===== src/rtl/sdram_port_arbiter.sv =====
// Round-robin arbiter sharing the SDRAM controller command port between NumPorts clients.
// Read data is routed back to the issuing port through an in-order tag FIFO.
module sdram_port_arbiter #(
    parameter int unsigned NumPorts    = 4,
    parameter int unsigned AddrWidth   = 22,
    parameter int unsigned DataWidth   = 16,
    parameter int unsigned RdFifoDepth = 4
) (
    input  logic                          i_dram_clk,
    input  logic                          i_rst,
    input  logic [NumPorts-1:0]           i_req,
    input  logic [NumPorts-1:0]           i_we,
    input  logic [NumPorts*AddrWidth-1:0] i_addr,
    input  logic [NumPorts*DataWidth-1:0] i_wdata,
    output logic [NumPorts-1:0]           o_gnt,
    output logic [NumPorts-1:0]           o_rd_valid,
    output logic [DataWidth-1:0]          o_rd_data,
    output logic                          o_cmd_valid,
    output logic                          o_cmd_we,
    output logic [AddrWidth-1:0]          o_cmd_addr,
    output logic [DataWidth-1:0]          o_cmd_wdata,
    input  logic                          i_cmd_ready,
    input  logic                          i_rd_valid,
    input  logic [DataWidth-1:0]          i_rd_data,
    output logic                          o_err
);

    localparam int unsigned PortW = $clog2(NumPorts);
    localparam int unsigned PtrW  = (RdFifoDepth > 1) ? $clog2(RdFifoDepth) : 1;
    localparam int unsigned CntW  = $clog2(RdFifoDepth) + 1;

    typedef enum logic {
        IDLE,
        ISSUE
    } state_t;

    state_t               state;
    logic [PortW-1:0]     last;
    logic [PortW-1:0]     cmd_port;
    logic [PortW-1:0]     winner;
    logic [PortW-1:0]     cand;
    logic                 any_elig;
    logic [NumPorts-1:0]  eligible;
    logic [AddrWidth-1:0] addr_arr  [NumPorts];
    logic [DataWidth-1:0] wdata_arr [NumPorts];

    logic [PortW-1:0]     tag_mem [RdFifoDepth];
    logic [PtrW-1:0]      wr_ptr;
    logic [PtrW-1:0]      rd_ptr;
    logic [CntW-1:0]      count;
    logic                 fifo_full;
    logic                 fifo_empty;
    logic                 push;
    logic                 pop;

    assign fifo_full  = (count == CntW'(RdFifoDepth));
    assign fifo_empty = (count == '0);
    assign push       = (state == ISSUE) && i_cmd_ready && !o_cmd_we;
    assign pop        = i_rd_valid && !fifo_empty;

    always_comb begin
        for (int unsigned p = 0; p < NumPorts; p++) begin
            addr_arr[p]  = i_addr[p*AddrWidth +: AddrWidth];
            wdata_arr[p] = i_wdata[p*DataWidth +: DataWidth];
        end
    end

    // Reads are held off while the tag FIFO is full; writes need no tag.
    always_comb begin
        eligible = i_req & ~(~i_we & {NumPorts{fifo_full}});
        any_elig = 1'b0;
        winner   = '0;
        cand     = '0;
        for (int unsigned i = 1; i <= NumPorts; i++) begin
            cand = PortW'((32'(last) + i) % NumPorts);
            if (!any_elig && eligible[cand]) begin
                any_elig = 1'b1;
                winner   = cand;
            end
        end
    end

    always_ff @(posedge i_dram_clk or posedge i_rst) begin
        if (i_rst) begin
            state       <= IDLE;
            last        <= PortW'(NumPorts - 1);
            cmd_port    <= '0;
            o_gnt       <= '0;
            o_cmd_valid <= 1'b0;
            o_cmd_we    <= 1'b0;
            o_cmd_addr  <= '0;
            o_cmd_wdata <= '0;
        end else begin
            o_gnt <= '0;
            case (state)
                IDLE: begin
                    if (any_elig) begin
                        o_cmd_we    <= i_we[winner];
                        o_cmd_addr  <= addr_arr[winner];
                        o_cmd_wdata <= wdata_arr[winner];
                        o_cmd_valid <= 1'b1;
                        o_gnt       <= NumPorts'(1) << winner;
                        cmd_port    <= winner;
                        last        <= winner;
                        state       <= ISSUE;
                    end
                end
                ISSUE: begin
                    if (i_cmd_ready) begin
                        o_cmd_valid <= 1'b0;
                        state       <= IDLE;
                    end
                end
                default: state <= IDLE;
            endcase
        end
    end

    always_ff @(posedge i_dram_clk) begin
        if (push) begin
            tag_mem[wr_ptr] <= cmd_port;
        end
    end

    always_ff @(posedge i_dram_clk or posedge i_rst) begin
        if (i_rst) begin
            wr_ptr     <= '0;
            rd_ptr     <= '0;
            count      <= '0;
            o_rd_valid <= '0;
            o_rd_data  <= '0;
            o_err      <= 1'b0;
        end else begin
            o_rd_valid <= '0;
            if (push) begin
                wr_ptr <= (wr_ptr == PtrW'(RdFifoDepth - 1)) ? '0 : wr_ptr + 1'b1;
            end
            if (pop) begin
                o_rd_valid <= NumPorts'(1) << tag_mem[rd_ptr];
                o_rd_data  <= i_rd_data;
                rd_ptr     <= (rd_ptr == PtrW'(RdFifoDepth - 1)) ? '0 : rd_ptr + 1'b1;
            end
            case ({push, pop})
                2'b10:   count <= count + 1'b1;
                2'b01:   count <= count - 1'b1;
                default: count <= count;
            endcase
            if (i_rd_valid && fifo_empty) begin
                o_err <= 1'b1;
            end
        end
    end

endmodule


===== config.mk =====
export PLATFORM = sky130hd
export DESIGN_NAME = sdram_port_arbiter
export DESIGN_NICKNAME = d
export VERILOG_FILES = /design/src/rtl/sdram_port_arbiter.sv
export SDC_FILE = /design/constraint.sdc
export NUM_CORES = 1
export LEC_CHECK = 0
export ABC_AREA = 1
export CAP_MARGIN = 20
export CORE_MARGIN = 1.5
export CORE_UTILIZATION = 35
export CTS_CLUSTER_SIZE = 16
export DETAILED_ROUTE_END_ITERATION = 8
export GPL_ROUTABILITY_DRIVEN = 1
export PLACE_DENSITY_LB_ADDON = 0.05
export SYNTH_ARGS = -nofsm -noshare
export SYNTH_HDL_FRONTEND = slang
export SYNTH_SLANG_ARGS = --single-unit

===== constraint.sdc =====
create_clock -name i_dram_clk -period 3 [get_ports i_dram_clk]
set_clock_uncertainty 0.2 [all_clocks]
set_input_delay 0.75 -clock i_dram_clk [delete_from_list [all_inputs] [get_ports i_dram_clk]]
set_output_delay 0.75 -clock i_dram_clk [all_outputs]
set_load 0.1 [all_outputs]

# Word-level counts from Yosys, hierarchy flattened
# Memory sizes are Yosys's and may differ from the RTL's.
# Cells that the tools add are included.
# totals
reg_bits	77
mem_bits_rw	8
input_bits	180
n_memories	1
# classes
n_addsub	8
n_lt_le_gt_ge	6
n_eq_ne	7
shift	2
n_mux	38
n_bitwise	6
reduce_logical	16
# memory_table
name	words	width	read_ports	rd_clocked_by_memory_dff	write_ports	line	text
tag_mem	4	2	1	0	1	47	logic [PortW-1:0] tag_mem [RdFifoDepth];
# op_table
op	n
$bmux W22 S2	1
$mux W22	2
$bmux W16 S2	1
$mux W16	2
$lt A2 B3 Y1 const B	5
$mux W1	15
$mux W2	6
$mux W4	3
$bmux W1 S2	5
$add A2 B1 Y2 const B	4
$and A4 B4 Y4	2
$not A4 Y4	2
$shl A1 B2 Y4 const A	2
$logic_and A1 B1 Y1	7
$eq A2 B2 Y1 const B	3
$pmux W3 S2	1
$logic_not A1 Y1	5
$add A2 B2 Y2 const B	2
$ne A2 B2 Y1 const B	2
$pmux W1 S2	2
$reduce_and A2 Y1	2
$add A3 B1 Y3 const B	1
$eq A3 B3 Y1 const B	1
$ge A3 B3 Y1 const B	1
other kinds (6)	6

# Depth between registers and ports, before layout
# logic_depth
word_depth	20
depth_mapped	19
depth_no_buf	17

# Worst setup path after synthesis
# Ideal clock, no wire load.
# synth_path
path_kind	input-to-reg
from	input i_rd_valid
to	register count[2]
setup_ns	0.131
arrival_ns	2.257
setup_slack_ns	0.413
cell_stages	9
cell_sequence	nand2_1 -> inv_1 -> clkbuf_1 -> ha_1 -> inv_1 -> fa_1 -> a21oi_1 -> o21ai_0 -> xor2_1
# synth_via
elab_chain_cells	3
# synth_rtl
item	line	text
start, declared	23	input logic i_rd_valid,
$logic_and A1 B1 Y1 *	59	assign pop = i_rd_valid && !fifo_empty;
net pop	54	logic pop;
$eq A2 B1 Y1 or $eq A2 B2 Y1 (tied branches)	143	case ({push, pop})
$pmux W3 S2 or $reduce_bool A2 Y1 (tied branches)	--	
end signal, assigned	144	2'b10: count <= count + 1'b1;
end signal, assigned	145	2'b01: count <= count - 1'b1;
end signal, assigned	146	default: count <= count;
end, declared	50	logic [CntW-1:0] count;
# Mark *: on every way through the listed nets, which the timed path passes. The rest lies on a longest branch.
# A chain may end at the register's enable or synchronous reset.

# Worst setup path after layout
# layout_path
from	input i_we[2]
to	register o_gnt[2]
# layout_via
elab_chain_cells	19
# layout_rtl
item	line	text
start, declared	12	input logic [NumPorts-1:0] i_we,
$not A4 Y4 *	70	eligible = i_req & ~(~i_we & {NumPorts{fifo_full}});
$and A4 B4 Y4 *	70	
$not A4 Y4 *	70	
$and A4 B4 Y4 *	70	
$bmux W1 S2	76	if (!any_elig && eligible[cand]) begin
$mux W1 (implied by the code)	76	
$mux W1	76	
$logic_not A1 Y1	76	
[3 not listed]	--	
$logic_and A1 B1 Y1	76	
$mux W1	76	
$logic_not A1 Y1	76	
$logic_and A1 B1 Y1	76	
$mux W2	76	
$shl A1 B2 Y4	102	o_gnt <= NumPorts'(1) << winner;
$mux W4 *	97	if (any_elig) begin
$mux W4 *	95	case (state)
end signal, assigned	102	
end, declared	15	output logic [NumPorts-1:0] o_gnt,
# Mark *: on every way between the ends. The rest lies on a longest branch, timed or not. The select of a mux whose other input is x is not followed.

==> results by group <==
Run status
  • Run status: finished clean

Yosys
  • Post-Syn Nets: 979
  • Synth warnings: 0
  • Post-synth top flop: dfrtp_1
  • Post-synth ARST share: 90.59%
  • Synthesized area per cell: 6.599 µm²
  • Cells after Synth: 792
  • Synth Register Bits: 85
  • EDFF count, synth: 8
  • Netlist cell types: 29
  • Mapped Area: 5226 µm²
  • Seq/Total Area, Yosys: 41.51%

STA
  • Crit share post-route: 91.46%
  • Worst Hold Slack: 0.2776 ns
  • Period minus WS final: 2.744 ns
  • Max-slew violations: 0
  • Worst slew margin: 62.80%
  • RSZ-0062 raised after global routing: false
  • Fin. Hold Viols: 0
  • Final setup margin: 0.2561 ns
  • F_max: 364.4 MHz
  • Final setup fails: 0
  • Worst slew pin tran: 0.5573 ns

Setup path
  • Launch point of the worst reg-to-reg path: last[0]$_DFFE_PP1P_
  • Crit-path max FO: 16
  • Worst setup path category: in2reg
  • Worst EP arrival: 2.75 ns
  • Slowest stage delay, CP: 0.43 ns
  • Critical Path Sink Type: flop
  • Crit-path cells: clkdlybuf4s50_1, inv_1, nand3_1, nand3_1, nand2_1, nand2_1, nand2_2, nor3_1, buf_4, nand3_1, nand2_2, inv_2, buf_12, nand2_1, nor2_1
  • CP startpoint kind: primary input
  • CP required: 3.01 ns
  • Crit path launch: i_we[2]
  • Crit path max-delay cell type: clkdlybuf4s50_1
  • Reg2Reg Depth: 13

Cells and area
  • Final Util: 56.30%
  • FF/Latch Area: 2170 µm²
  • Layout fillers: 1454
  • # diodes: 0
  • Layout net count: 1221
  • Multi-input gate area: 2720 µm²
  • Fraction of final layout cells sized beyond drive strength 1: 12.70%
  • Area growth syn-to-layout: 56.57%

CTS
  • Clock-pin slew on the worst setup and hold paths: 0.06 ns
  • Clk buf depth: 2
  • Skew-Pair Late Insertion Delay: 0.33 ns
  • H-tree level count: 3
  • Clk root buf: clkbuf_16
  • Sink Count: 85
  • CTS tree: done
  • Total CTS buffers: 9

Drt
  • Pre-antenna DRT Iters: 4
  • DR vias: 5759
  • Drt via density: 4.709
  • Wire length after detailed routing: 16990 µm
  • DRC: 0
  • Starting DRC count in detailed routing: 200
  • Antenna viol nets, final: 0
  • Wire per inst: 13.90 µm

Floorplan
  • Core region area: 14530 µm²
  • Die Span X: 125.2 µm
  • Starting Density: 35.96%
  • Die ar.: 15670 µm²
  • # rows: 44
  • Chip Height: 125.2 µm
  • Top-level I/O count: 245

Hold path
  • Hold path cells: 2
  • Hold path startpoint: o_cmd_addr[8]$_DFFE_PP0P_
  • Worst hold path class: reg2reg

Global route
  • Largest net degree at the start of global routing: 38
  • Number of global-route vias before repair: 5601
  • Initial antenna violation count: 0
  • GRT Util Overall: 21.65%
  • First-pass GRT wire length: 27680 µm
  • Remaining Overflow, GRT: 0

Placement
  • GP Congestion: 0.8217
  • DP Worst Slack: -0.07086 ns
  • Port Buffers: 244
  • HPWL after detailed placement: 12660 µm

Run
  • Max-Cap Viols: 0
## placed cells by master (no fill, tap or decap), drive strengths merged
cell type and instances:
fa 1, xnor2 1, xor2 2, nand3 65, dfstp 2, o21a 1
clkinv 4, a31o 1, a21oi 2, nor3 2, buf 100, clkbuf 10
clkdlybuf4s50 179, o21ai 9, nand2 484, edfxtp 8, ha 6, clkinvlp 2
nor2 15, dfrtp 75, inv 29, nand4 40, a32oi 1
## cells by family (layout without fill, tap and decap cells)
kind of cell               count (synthesis)  count (layout)  share of synthesized area (%)
buffers and inverters                     77             324                          6.488
xor gates and xnor gates                   3               3                         0.6465
adders and majority gates                  7               7                          1.819
AOI/OAI and AO/OA                         14              14                          1.532
and+or+nand+nor                          606             606                          48.00
DFF                                       85              85                          41.51
## final timing paths
kind                                             end  slack (ns)
setup reg to reg                  o_gnt[2]$_DFF_PP0_        0.45
setup / recovery                  o_gnt[2]$_DFF_PP0_        0.26
max in group asynchronous    o_cmd_valid$_DFFE_PP0P_        1.46
hold / removal             o_cmd_addr[8]$_DFFE_PP0P_        0.28
min in group asynchronous  o_rd_data[15]$_DFFE_PP0P_        0.58
hold reg to reg            o_cmd_addr[8]$_DFFE_PP0P_        0.28
## flip-flops by register name, indices dropped and copies added (netlist names)
register / cells
o_rd_data: 16
o_err: 1
rd_ptr: 2
count: 3
o_cmd_addr: 22
o_gnt: 4
state: 1
wr_ptr: 2
o_cmd_we: 1
last: 2
cmd_port: 2
o_cmd_wdata: 16
o_rd_valid: 4
tag_mem: 8
o_cmd_valid: 1
## through the flow
step                std cells  cell area, µm²  TNS, ns
global route             1223            8183        0
global placement         1207            7910  -0.2013
CTS                      1223            8179        0
detailed placement       1207            7910   -1.538
floorplan                 792            5226        0
finish                   1223            8183        0
## metal layers
metal  routed length, µm  global-route usage, %
met5                   0                      0
met4                 300                  7.019
met3                 996                  5.263
met2                8233                  37.38
met1                7463                  26.57
## synth_stat cells, types with 4 or more instances
| master | n | share of area [%] |
|---|---|---|
| buf_2 | 28 | 2.7 |
| inv_1 | 25 | 1.8 |
| clkbuf_1 | 10 | 0.72 |
| inv_2 | 4 | 0.29 |
| buf_1 | 7 | 0.50 |
| o21ai_0 | 9 | 0.86 |
| nand4_1 | 39 | 4.7 |
| nor2_1 | 13 | 0.93 |
| ha_1 | 6 | 1.4 |
| nand2_1 | 480 | 34 |
| dfrtp_1 | 75 | 36 |
| edfxtp_1 | 8 | 4.6 |
| nand2_2 | 4 | 0.48 |
| nand3_1 | 63 | 6.0 |
## critical path: cells and delay by family
family / cells / cell delay, ns
AND/OR/NAND/NOR: 10 / 1.10
buffers and inverters: 5 / 0.90
## layout make-up
type | instances | share of cell area [%]
timing repair buffer | 279 | 32.80
multi-input combinational | 630 | 33.24
sequential | 85 | 26.51
clock inverter | 6 | 0.4893
tap | 184 | 2.813
clock buffer | 10 | 2.798
inverter | 29 | 1.346
## what timing repair did
item | in CTS | in global routing
hold buffers | 0 | 0
buffers inserted | 0 | 0
endpoints found under the setup margin | 0 | 2
gates resized for setup | 0 | 1
Power is left out: the tool's default activity adds up to more than one toggle a clock period on the data nets, which glitch-free logic cannot reach.
